File: src/rtl/conv_pkg.sv
// ----------------------------------------------------------------------------
// conv_pkg
// Shared definitions for the convolution feed master:
//   - accelerator register indices and weight count
//   - offset from the weight block to the first pixel in source memory
//   - FSM state encoding
// ----------------------------------------------------------------------------
package conv_pkg;

    // Accelerator register map
    localparam logic [3:0] ACC_PIX = 4'd0;   // pixel write
    localparam logic [3:0] ACC_RES = 4'd1;   // result read
    localparam logic [3:0] ACC_CLR = 4'd2;   // clear
    localparam logic [3:0] ACC_W0  = 4'd3;   // weight 0 (weights 0..8 at 3..11)
    localparam int         NUM_W   = 9;

    // Pixels follow the 9 weights in source memory
    localparam int         PIX_OFS = 9;

    typedef enum logic [3:0] {
        S_IDLE,
        S_W_RD,
        S_W_WR,
        S_CLR,
        S_P_RD,
        S_P_WR,
        S_R_RD,
        S_R_WB,
        S_DONE
    } state_t;

endpackage

File: src/rtl/conv_feed_master.sv
// ----------------------------------------------------------------------------
// conv_feed_master
// Bus initiator for the 3x3 convolution accelerator. On a start pulse it
// copies 9 weights from source memory into the accelerator, clears it, then
// for each of N pixels: reads the pixel, writes it to the accelerator, reads
// the result register and stores the result to destination memory.
//
// Ports:
//   clk, rst_n            clock, asynchronous active-low reset
//   start, abort          job control (abort wins over start)
//   src_base              address of weight 0; pixels begin at src_base+9
//   dst_base              address of result 0
//   num_pix               pixel count N (0 allowed: weights + clear only)
//   busy, done, res_cnt   job status; res_cnt holds after abort/completion
//   mem_ren/raddr/rdata   source read port, rdata valid 1 cycle after ren
//   mem_wen/waddr/wdata   destination write port
//   acc_en/we/addr/din    accelerator register port
//   acc_dout              accelerator read data, valid 1 cycle after a read
//
// All strobes, addresses and write data are pure decodes of the current state
// and registers, so a reset drives every output to 0 immediately. Abort only
// steers the next state: a strobe already decoded in the abort cycle (for
// example the R_WB write) completes and is counted.
// ----------------------------------------------------------------------------
module conv_feed_master
    import conv_pkg::*;
#(
    parameter int ADDR_W = 16,
    parameter int DATA_W = 32,
    parameter int CNT_W  = 7
) (
    input  logic              clk,
    input  logic              rst_n,
    input  logic              start,
    input  logic              abort,
    input  logic [ADDR_W-1:0] src_base,
    input  logic [ADDR_W-1:0] dst_base,
    input  logic [CNT_W-1:0]  num_pix,
    output logic              busy,
    output logic              done,
    output logic [CNT_W-1:0]  res_cnt,
    output logic              mem_ren,
    output logic [ADDR_W-1:0] mem_raddr,
    input  logic [DATA_W-1:0] mem_rdata,
    output logic              mem_wen,
    output logic [ADDR_W-1:0] mem_waddr,
    output logic [DATA_W-1:0] mem_wdata,
    output logic              acc_en,
    output logic              acc_we,
    output logic [3:0]        acc_addr,
    output logic [DATA_W-1:0] acc_din,
    input  logic [DATA_W-1:0] acc_dout
);

    // k indexes both the weights (0..8) and the pixels (0..N-1)
    localparam int K_W = (CNT_W > 4) ? CNT_W : 4;

    state_t            state;
    logic [K_W-1:0]    k;
    logic [ADDR_W-1:0] src_q;
    logic [ADDR_W-1:0] dst_q;
    logic [CNT_W-1:0]  n_q;
    logic [K_W-1:0]    k_last_pix;

    assign k_last_pix = K_W'(n_q) - K_W'(1);

    always_ff @(posedge clk or negedge rst_n) begin
        if (!rst_n) begin
            state   <= S_IDLE;
            k       <= '0;
            src_q   <= '0;
            dst_q   <= '0;
            n_q     <= '0;
            res_cnt <= '0;
        end else begin
            // The R_WB write is decoded from state, so it lands even when
            // abort arrives in the same cycle; count it regardless.
            if (state == S_R_WB)
                res_cnt <= res_cnt + CNT_W'(1);

            if (abort) begin
                state <= S_IDLE;
            end else begin
                case (state)
                    S_IDLE: begin
                        if (start) begin
                            src_q   <= src_base;
                            dst_q   <= dst_base;
                            n_q     <= num_pix;
                            k       <= '0;
                            res_cnt <= '0;
                            state   <= S_W_RD;
                        end
                    end
                    S_W_RD: state <= S_W_WR;
                    S_W_WR: begin
                        if (k == K_W'(NUM_W - 1)) begin
                            k     <= '0;
                            state <= S_CLR;
                        end else begin
                            k     <= k + K_W'(1);
                            state <= S_W_RD;
                        end
                    end
                    S_CLR:  state <= (n_q == '0) ? S_DONE : S_P_RD;
                    S_P_RD: state <= S_P_WR;
                    S_P_WR: state <= S_R_RD;
                    S_R_RD: state <= S_R_WB;
                    S_R_WB: begin
                        if (k == k_last_pix) begin
                            state <= S_DONE;
                        end else begin
                            k     <= k + K_W'(1);
                            state <= S_P_RD;
                        end
                    end
                    S_DONE:  state <= S_IDLE;
                    default: state <= S_IDLE;
                endcase
            end
        end
    end

    always_comb begin
        busy      = (state != S_IDLE);
        done      = (state == S_DONE);
        mem_ren   = 1'b0;
        mem_raddr = '0;
        mem_wen   = 1'b0;
        mem_waddr = '0;
        mem_wdata = '0;
        acc_en    = 1'b0;
        acc_we    = 1'b0;
        acc_addr  = '0;
        acc_din   = '0;
        case (state)
            S_W_RD: begin
                mem_ren   = 1'b1;
                mem_raddr = src_q + ADDR_W'(k);
            end
            S_W_WR: begin
                acc_en   = 1'b1;
                acc_we   = 1'b1;
                acc_addr = ACC_W0 + k[3:0];
                acc_din  = mem_rdata;
            end
            S_CLR: begin
                acc_en   = 1'b1;
                acc_we   = 1'b1;
                acc_addr = ACC_CLR;
            end
            S_P_RD: begin
                mem_ren   = 1'b1;
                mem_raddr = src_q + ADDR_W'(PIX_OFS) + ADDR_W'(k);
            end
            S_P_WR: begin
                acc_en   = 1'b1;
                acc_we   = 1'b1;
                acc_addr = ACC_PIX;
                acc_din  = mem_rdata;
            end
            S_R_RD: begin
                acc_en   = 1'b1;
                acc_addr = ACC_RES;
            end
            S_R_WB: begin
                mem_wen   = 1'b1;
                mem_waddr = dst_q + ADDR_W'(k);
                mem_wdata = acc_dout;
            end
            default: ;
        endcase
    end

endmodule
File: config.mk
export PLATFORM = sky130hd
export DESIGN_NAME = conv_feed_master
export DESIGN_NICKNAME = d
export VERILOG_FILES = /design/src/rtl/conv_pkg.sv /design/src/rtl/conv_feed_master.sv
export SDC_FILE = /design/constraint.sdc
export NUM_CORES = 1
export LEC_CHECK = 0
export BUFFER_PORTS_ARGS = -buffer_cell sky130_fd_sc_hd__buf_4
export CORE_MARGIN = 1.5
export CORE_UTILIZATION = 30
export CTS_CLUSTER_DIAMETER = 200
export DETAILED_ROUTE_END_ITERATION = 16
export PLACE_DENSITY = 0.64
export SETUP_SLACK_MARGIN = 0.4
export SLEW_MARGIN = 20
export SYNTH_ARGS = -nofsm -noshare
export SYNTH_HDL_FRONTEND = slang
export SYNTH_SLANG_ARGS = --single-unit
export TNS_END_PERCENT = 1
File: constraint.sdc
create_clock -name clk -period 6.51 [get_ports clk]
set_clock_uncertainty 0.15 [all_clocks]
set_input_delay 0.3255 -clock clk [delete_from_list [all_inputs] [get_ports clk]]
set_output_delay 0.3255 -clock clk [all_outputs]
set_load 0.005 [all_outputs]
# Word-level counts from Yosys, hierarchy flattened
# Cells that the tools add are included.
[op_classes] addsub=8 n_mul=0 n_div=0 magnitude_cmp=0 eq_ne=13 shift=0 muxes=23 n_bitwise=1 reduce_logical=10
[ops] op="$mux 32" n=2
[ops] op="$mux 7" n=7
[ops] op="$add 16x7->16" n=3
[ops] op="$pmux 16 s2" n=1
[ops] op="$pmux 4 s8" n=1
[ops] op="$pmux 7 s3" n=1
[ops] op="$add 16x4->16 const B" n=1
[ops] op="$eq 4x3->1 const B" n=4
[ops] op="$mux 16" n=1
[ops] op="$mux 4" n=4
[ops] op="$add 7x1->7 const B" n=2
[ops] op="$pmux 4 s3" n=1
[ops] op="$eq 4x2->1 const B" n=2
[ops] op="$eq 7x4->1 const B" n=1
[ops] op="$eq 7x7->1" n=1
[ops] op="$logic_not 7->1" n=1
[ops] op="$sub 7x1->7 const B" n=1
[ops] op="$add 2x4->4 const A" n=1
[ops] op="$eq 4x1->1 const B" n=1
[ops] op="$eq 4x4->1 const B" n=1
[ops] op="$logic_not 4->1" n=1
[ops] op="$mux 1" n=4
[ops] op="$ne 2x2->1 const B" n=2
[ops] op="$reduce_and 4->1" n=1
[ops] op="9 further kinds" n=10
[totals] reg_bits=57 latch_bits=0 mem_bits_rw=0 rom_bits=0 output_inout_bits=113 wordCells=61 mem_count=0

# Depth between registers and ports, before layout
[depth] ltp_word=5 depth_mapped=12 ltp_nobuf=12

# Worst setup path before layout
# No wires, ideal clock.
[synth_timing] kind="reg2out" start="register k[1]" end="output port mem_raddr[15]" arrival_time_ns=2.490 setup_slack_ns=3.545 path_stages_with_launch=11 path_cell_list="dfrtp_1 ha_1 ha_1 inv_1 fa_1 nor2b_1 o31a_1 nor4_1 a211oi_1 a21oi_1 a211o_1"
[synth_via] elab_chain_cells=2 word_cells_on_any_way=3 classes_between="add/sub: 2; mux: 1"
[synth_lines] item="start: declaration" line="conv_feed_master.sv:59" source="logic [K_W-1:0] k;"
[synth_lines] item="start signal: assignment" line="conv_feed_master.sv:101" source="k <= k + K_W'(1);"
[synth_lines] item="start signal: assignment" line="conv_feed_master.sv:113" source="k <= k + K_W'(1);"
[synth_lines] item="$add 16x7->16 (on tied branches)" line="conv_feed_master.sv:154, conv_feed_master.sv:139"
[synth_lines] item="$pmux 16 s2 (*)" line="conv_feed_master.sv:136" source="case (state)"
[synth_lines] item="end: declaration" line="conv_feed_master.sv:43" source="output logic [ADDR_W-1:0] mem_raddr,"
# Mark *: on every way between the ends. The rest lies on a longest branch, timed or not.

# Worst setup path in the final report
# Same ends and word-level chain as after synthesis.

==> impl_metrics.json <==
{
  "hp-class": "in2reg",
  "period_share": 0.590,
  "numPortBuffers": 219,
  "max-vdd-ir-drop_mv": 0.114,
  "clk_pin_slew_worst_paths_ps": 60,
  "die_w_microns": 128,
  "worst-path-buf-inv": 2,
  "cap_violations": 0,
  "drc": 0,
  "synth_compound_area_frac": 0.158,
  "area_delta_synth_final_pct": 47.0,
  "core_sq_mm": 0.0152,
  "cp-end-kind": "output port",
  "die_h_microns": 128,
  "hold_viol": 0,
  "overflow": 0,
  "root_buffer": "clkbuf_16",
  "vias": 4650,
  "path_cells": "ha_1, ha_1, inv_1, fa_1, nor2b_1, o31a_1, nor4_1, a211oi_1, a21oi_1, a211o_1, buf_4",
  "synth_nets": 675,
  "cts_setup_buffers": 0,
  "synth_fa_ha_area_frac": 0.105,
  "wl_per_cell_microns": 15.0,
  "synth_edf_count": 0,
  "firstDrtPassIters": 4,
  "synth_top_area_frac": 0.305,
  "worst-setup-path-type": "reg2out",
  "final_util": 0.453,
  "yosys.area.top_type": "dfrtp_1",
  "setup_viol": 0,
  "yosysWarnings": 0,
  "layout.area.seq_sq_mm": 0.00143,
  "grt_pass1_vias": 4663,
  "synthArstFlopShare": 1.00,
  "fill_cells": 1501,
  "grt_pass1_wl_mm": 22.6,
  "p_leak_nw": 3.28,
  "clock-sinks": 57,
  "ys_types": 59,
  "min_period_ps": 3840,
  "dieArea_sq_mm": 0.0164,
  "syn_area_sq_mm": 0.00468,
  "powerDensity_mw_per_mm2": 212,
  "outcome": "finished clean",
  "row_count": 45,
  "max_stage_delay_ps": 520,
  "avgSynthCellArea_sq_um": 8.79,
  "nNetsFinal": 888,
  "cts.htree.levels": 3,
  "cts_buffers": 9,
  "clock_path_buffers": 2,
  "diodes": 0,
  "synthTopCellsByArea": "dfrtp_1, and2_1, mux2_1, ha_1, xor2_1",
  "synth_top_family_by_area": "simple AND/OR/NAND/NOR gates",
  "grt_usage": 0.174,
  "critPathMaxFanout": 10,
  "antenna_found_initial": 0,
  "crit_slowest_cell": "dfrtp_1",
  "fmax_mhz": 260,
  "synthXorXnorAreaFrac": 0.0673,
  "drt-total-wl_mm": 14.0,
  "relSlewSlack": 0.474,
  "ys_seq_elements": 57,
  "worst_slew_pin_slew_ps": 787,
  "hold_ws_ps": 55.5,
  "critical_path.top_delay_family": "adder cells",
  "final.setup.tns_ps": 0,
  "cp.arrival_ps": 3360,
  "cpMostUsedCell": "ha_1",
  "clk_latency_ps": 330,
  "start_kind": "flop",
  "gp_congestion": 0.787,
  "synth_cells": 533,
  "synth_ff_type": "dfrtp_1",
  "grt_max_degree": 58,
  "layout-drive-gt1-share": 0.327,
  "ant_nets": 0,
  "yosys.area_share.simple": 0.248,
  "tritoncts": "done",
  "ioPinCount": 220,
  "synth_mux_area_frac": 0.0839,
  "slew_violations": 0,
  "post_drt_via_cell_ratio": 4.96,
  "rsz0062_at_grt": "false",
  "hpwl_mm": 11.1,
  "multi_input_area_sq_mm": 0.00311,
  "yosysSeqAreaShare": 0.305,
  "critPathRequiredTime_ps": 6030,
  "initial_core_util": 0.308,
  "drtIter0Drc": 153
}
layout make-up:
cell class / instances / share of cell area
sequential: 57 / 0.207
tap: 188 / 0.0342
timing repair buffer: 223 / 0.244
inverter: 19 / 0.0104
multi-input combinational: 436 / 0.451
clock inverter: 5 / 0.0185
clock buffer: 10 / 0.0347
per-layer routing:
layer	part of all wire	up-vias	routed length [microns]	track usage
met1	0.43	2162	6000	0.216
met3	0.067	18	944	0.0434
met4	0.015	0	207	0.0476
met5	0	-	0	0
li1	-	2310	-	-
met2	0.49	160	6890	0.300
cell families (layout without fill, tap and decap cells):
group / after synthesis / after routing
xor+xnor: 36 / 36
mux: 35 / 35
fa+ha+maj: 35 / 35
compound gates: 111 / 111
buf+inv: 40 / 257
simple gates: 219 / 219
flops: 57 / 57
where the power goes:
group	total [W]	switching, W	internal [W]
Sequential	0.000486	0.0000717	0.000414
Clock	0.000589	0.000169	0.000421
Combinational	0.000386	0.000182	0.000204
Yosys cell counts (14+ instances only):
master / n
a21oi_1: 29
ha_1: 28
inv_1: 18
and2_1: 68
xor2_1: 20
clkbuf_1: 16
nor2_1: 41
mux2_1: 34
nand3_1: 14
o21ai_0: 19
xnor2_1: 16
nand2_1: 44
dfrtp_1: 57
cell usage in the layout (no fill, tap or decap), drive strengths merged, types with 4 or more instances in the layout:
master,n
o311ai,5
ha,28
nor3,8
o31ai,4
a211oi,6
xnor2,16
dfrtp,57
nand3,14
o21ai,28
nand2,44
inv,19
mux2,34
or3,10
nor2,41
fa,7
o21a,6
and3,4
buf,222
clkbuf,10
xor2,20
nor2b,6
nand4,5
o22ai,4
and2,68
bufinv,4
nand2b,5
a21oi,29
per-stage QoR:
stage | worst slack, ps | total power (W) | instances | area, sq um
after floorplan | 3540 | 0.000718 | 533 | 4680
after global placement | 3160 | 0.000876 | 922 | 6510
after detailed placement | 3070 | 0.000881 | 922 | 6510
after CTS | 2710 | 0.00148 | 938 | 6880
after global routing | 2480 | 0.00156 | 938 | 6880
final | 2670 | 0.00146 | 938 | 6880
what timing repair did:
item / CTS / global route
hold buffers: 1 / 0
gates resized for setup: 0 / 0
hold endpoints to repair: 57 / 0
path summary, 6_finish.rpt:
check,start,endpoint,slack (ps),cells after the start
max in group asynchronous,rst_n,src_q[13],5230,2
hold / removal,dst_base[9],dst_q[9],60,2
setup / recovery,k[1],mem_raddr[15],2670,11
min in group asynchronous,rst_n,dst_q[14],460,2
hold reg to reg,dst_q[4],dst_q[4],350,1
setup reg to reg,state[2],res_cnt[6],3430,6
flip-flops by register name, indices dropped and copies added (netlist names):
register	count
k	7
state	4
res_cnt	7
n_q	7
dst_q	16
src_q	16
worst reg2reg max path, delay by kind of cell, from the launching register on:
family	cells	cell delay, ps
simple gates	4	1460
flops	1	580
buf+inv	1	680
compound gates	1	140
No activity file was read; power rests on OpenSTA's default activity.
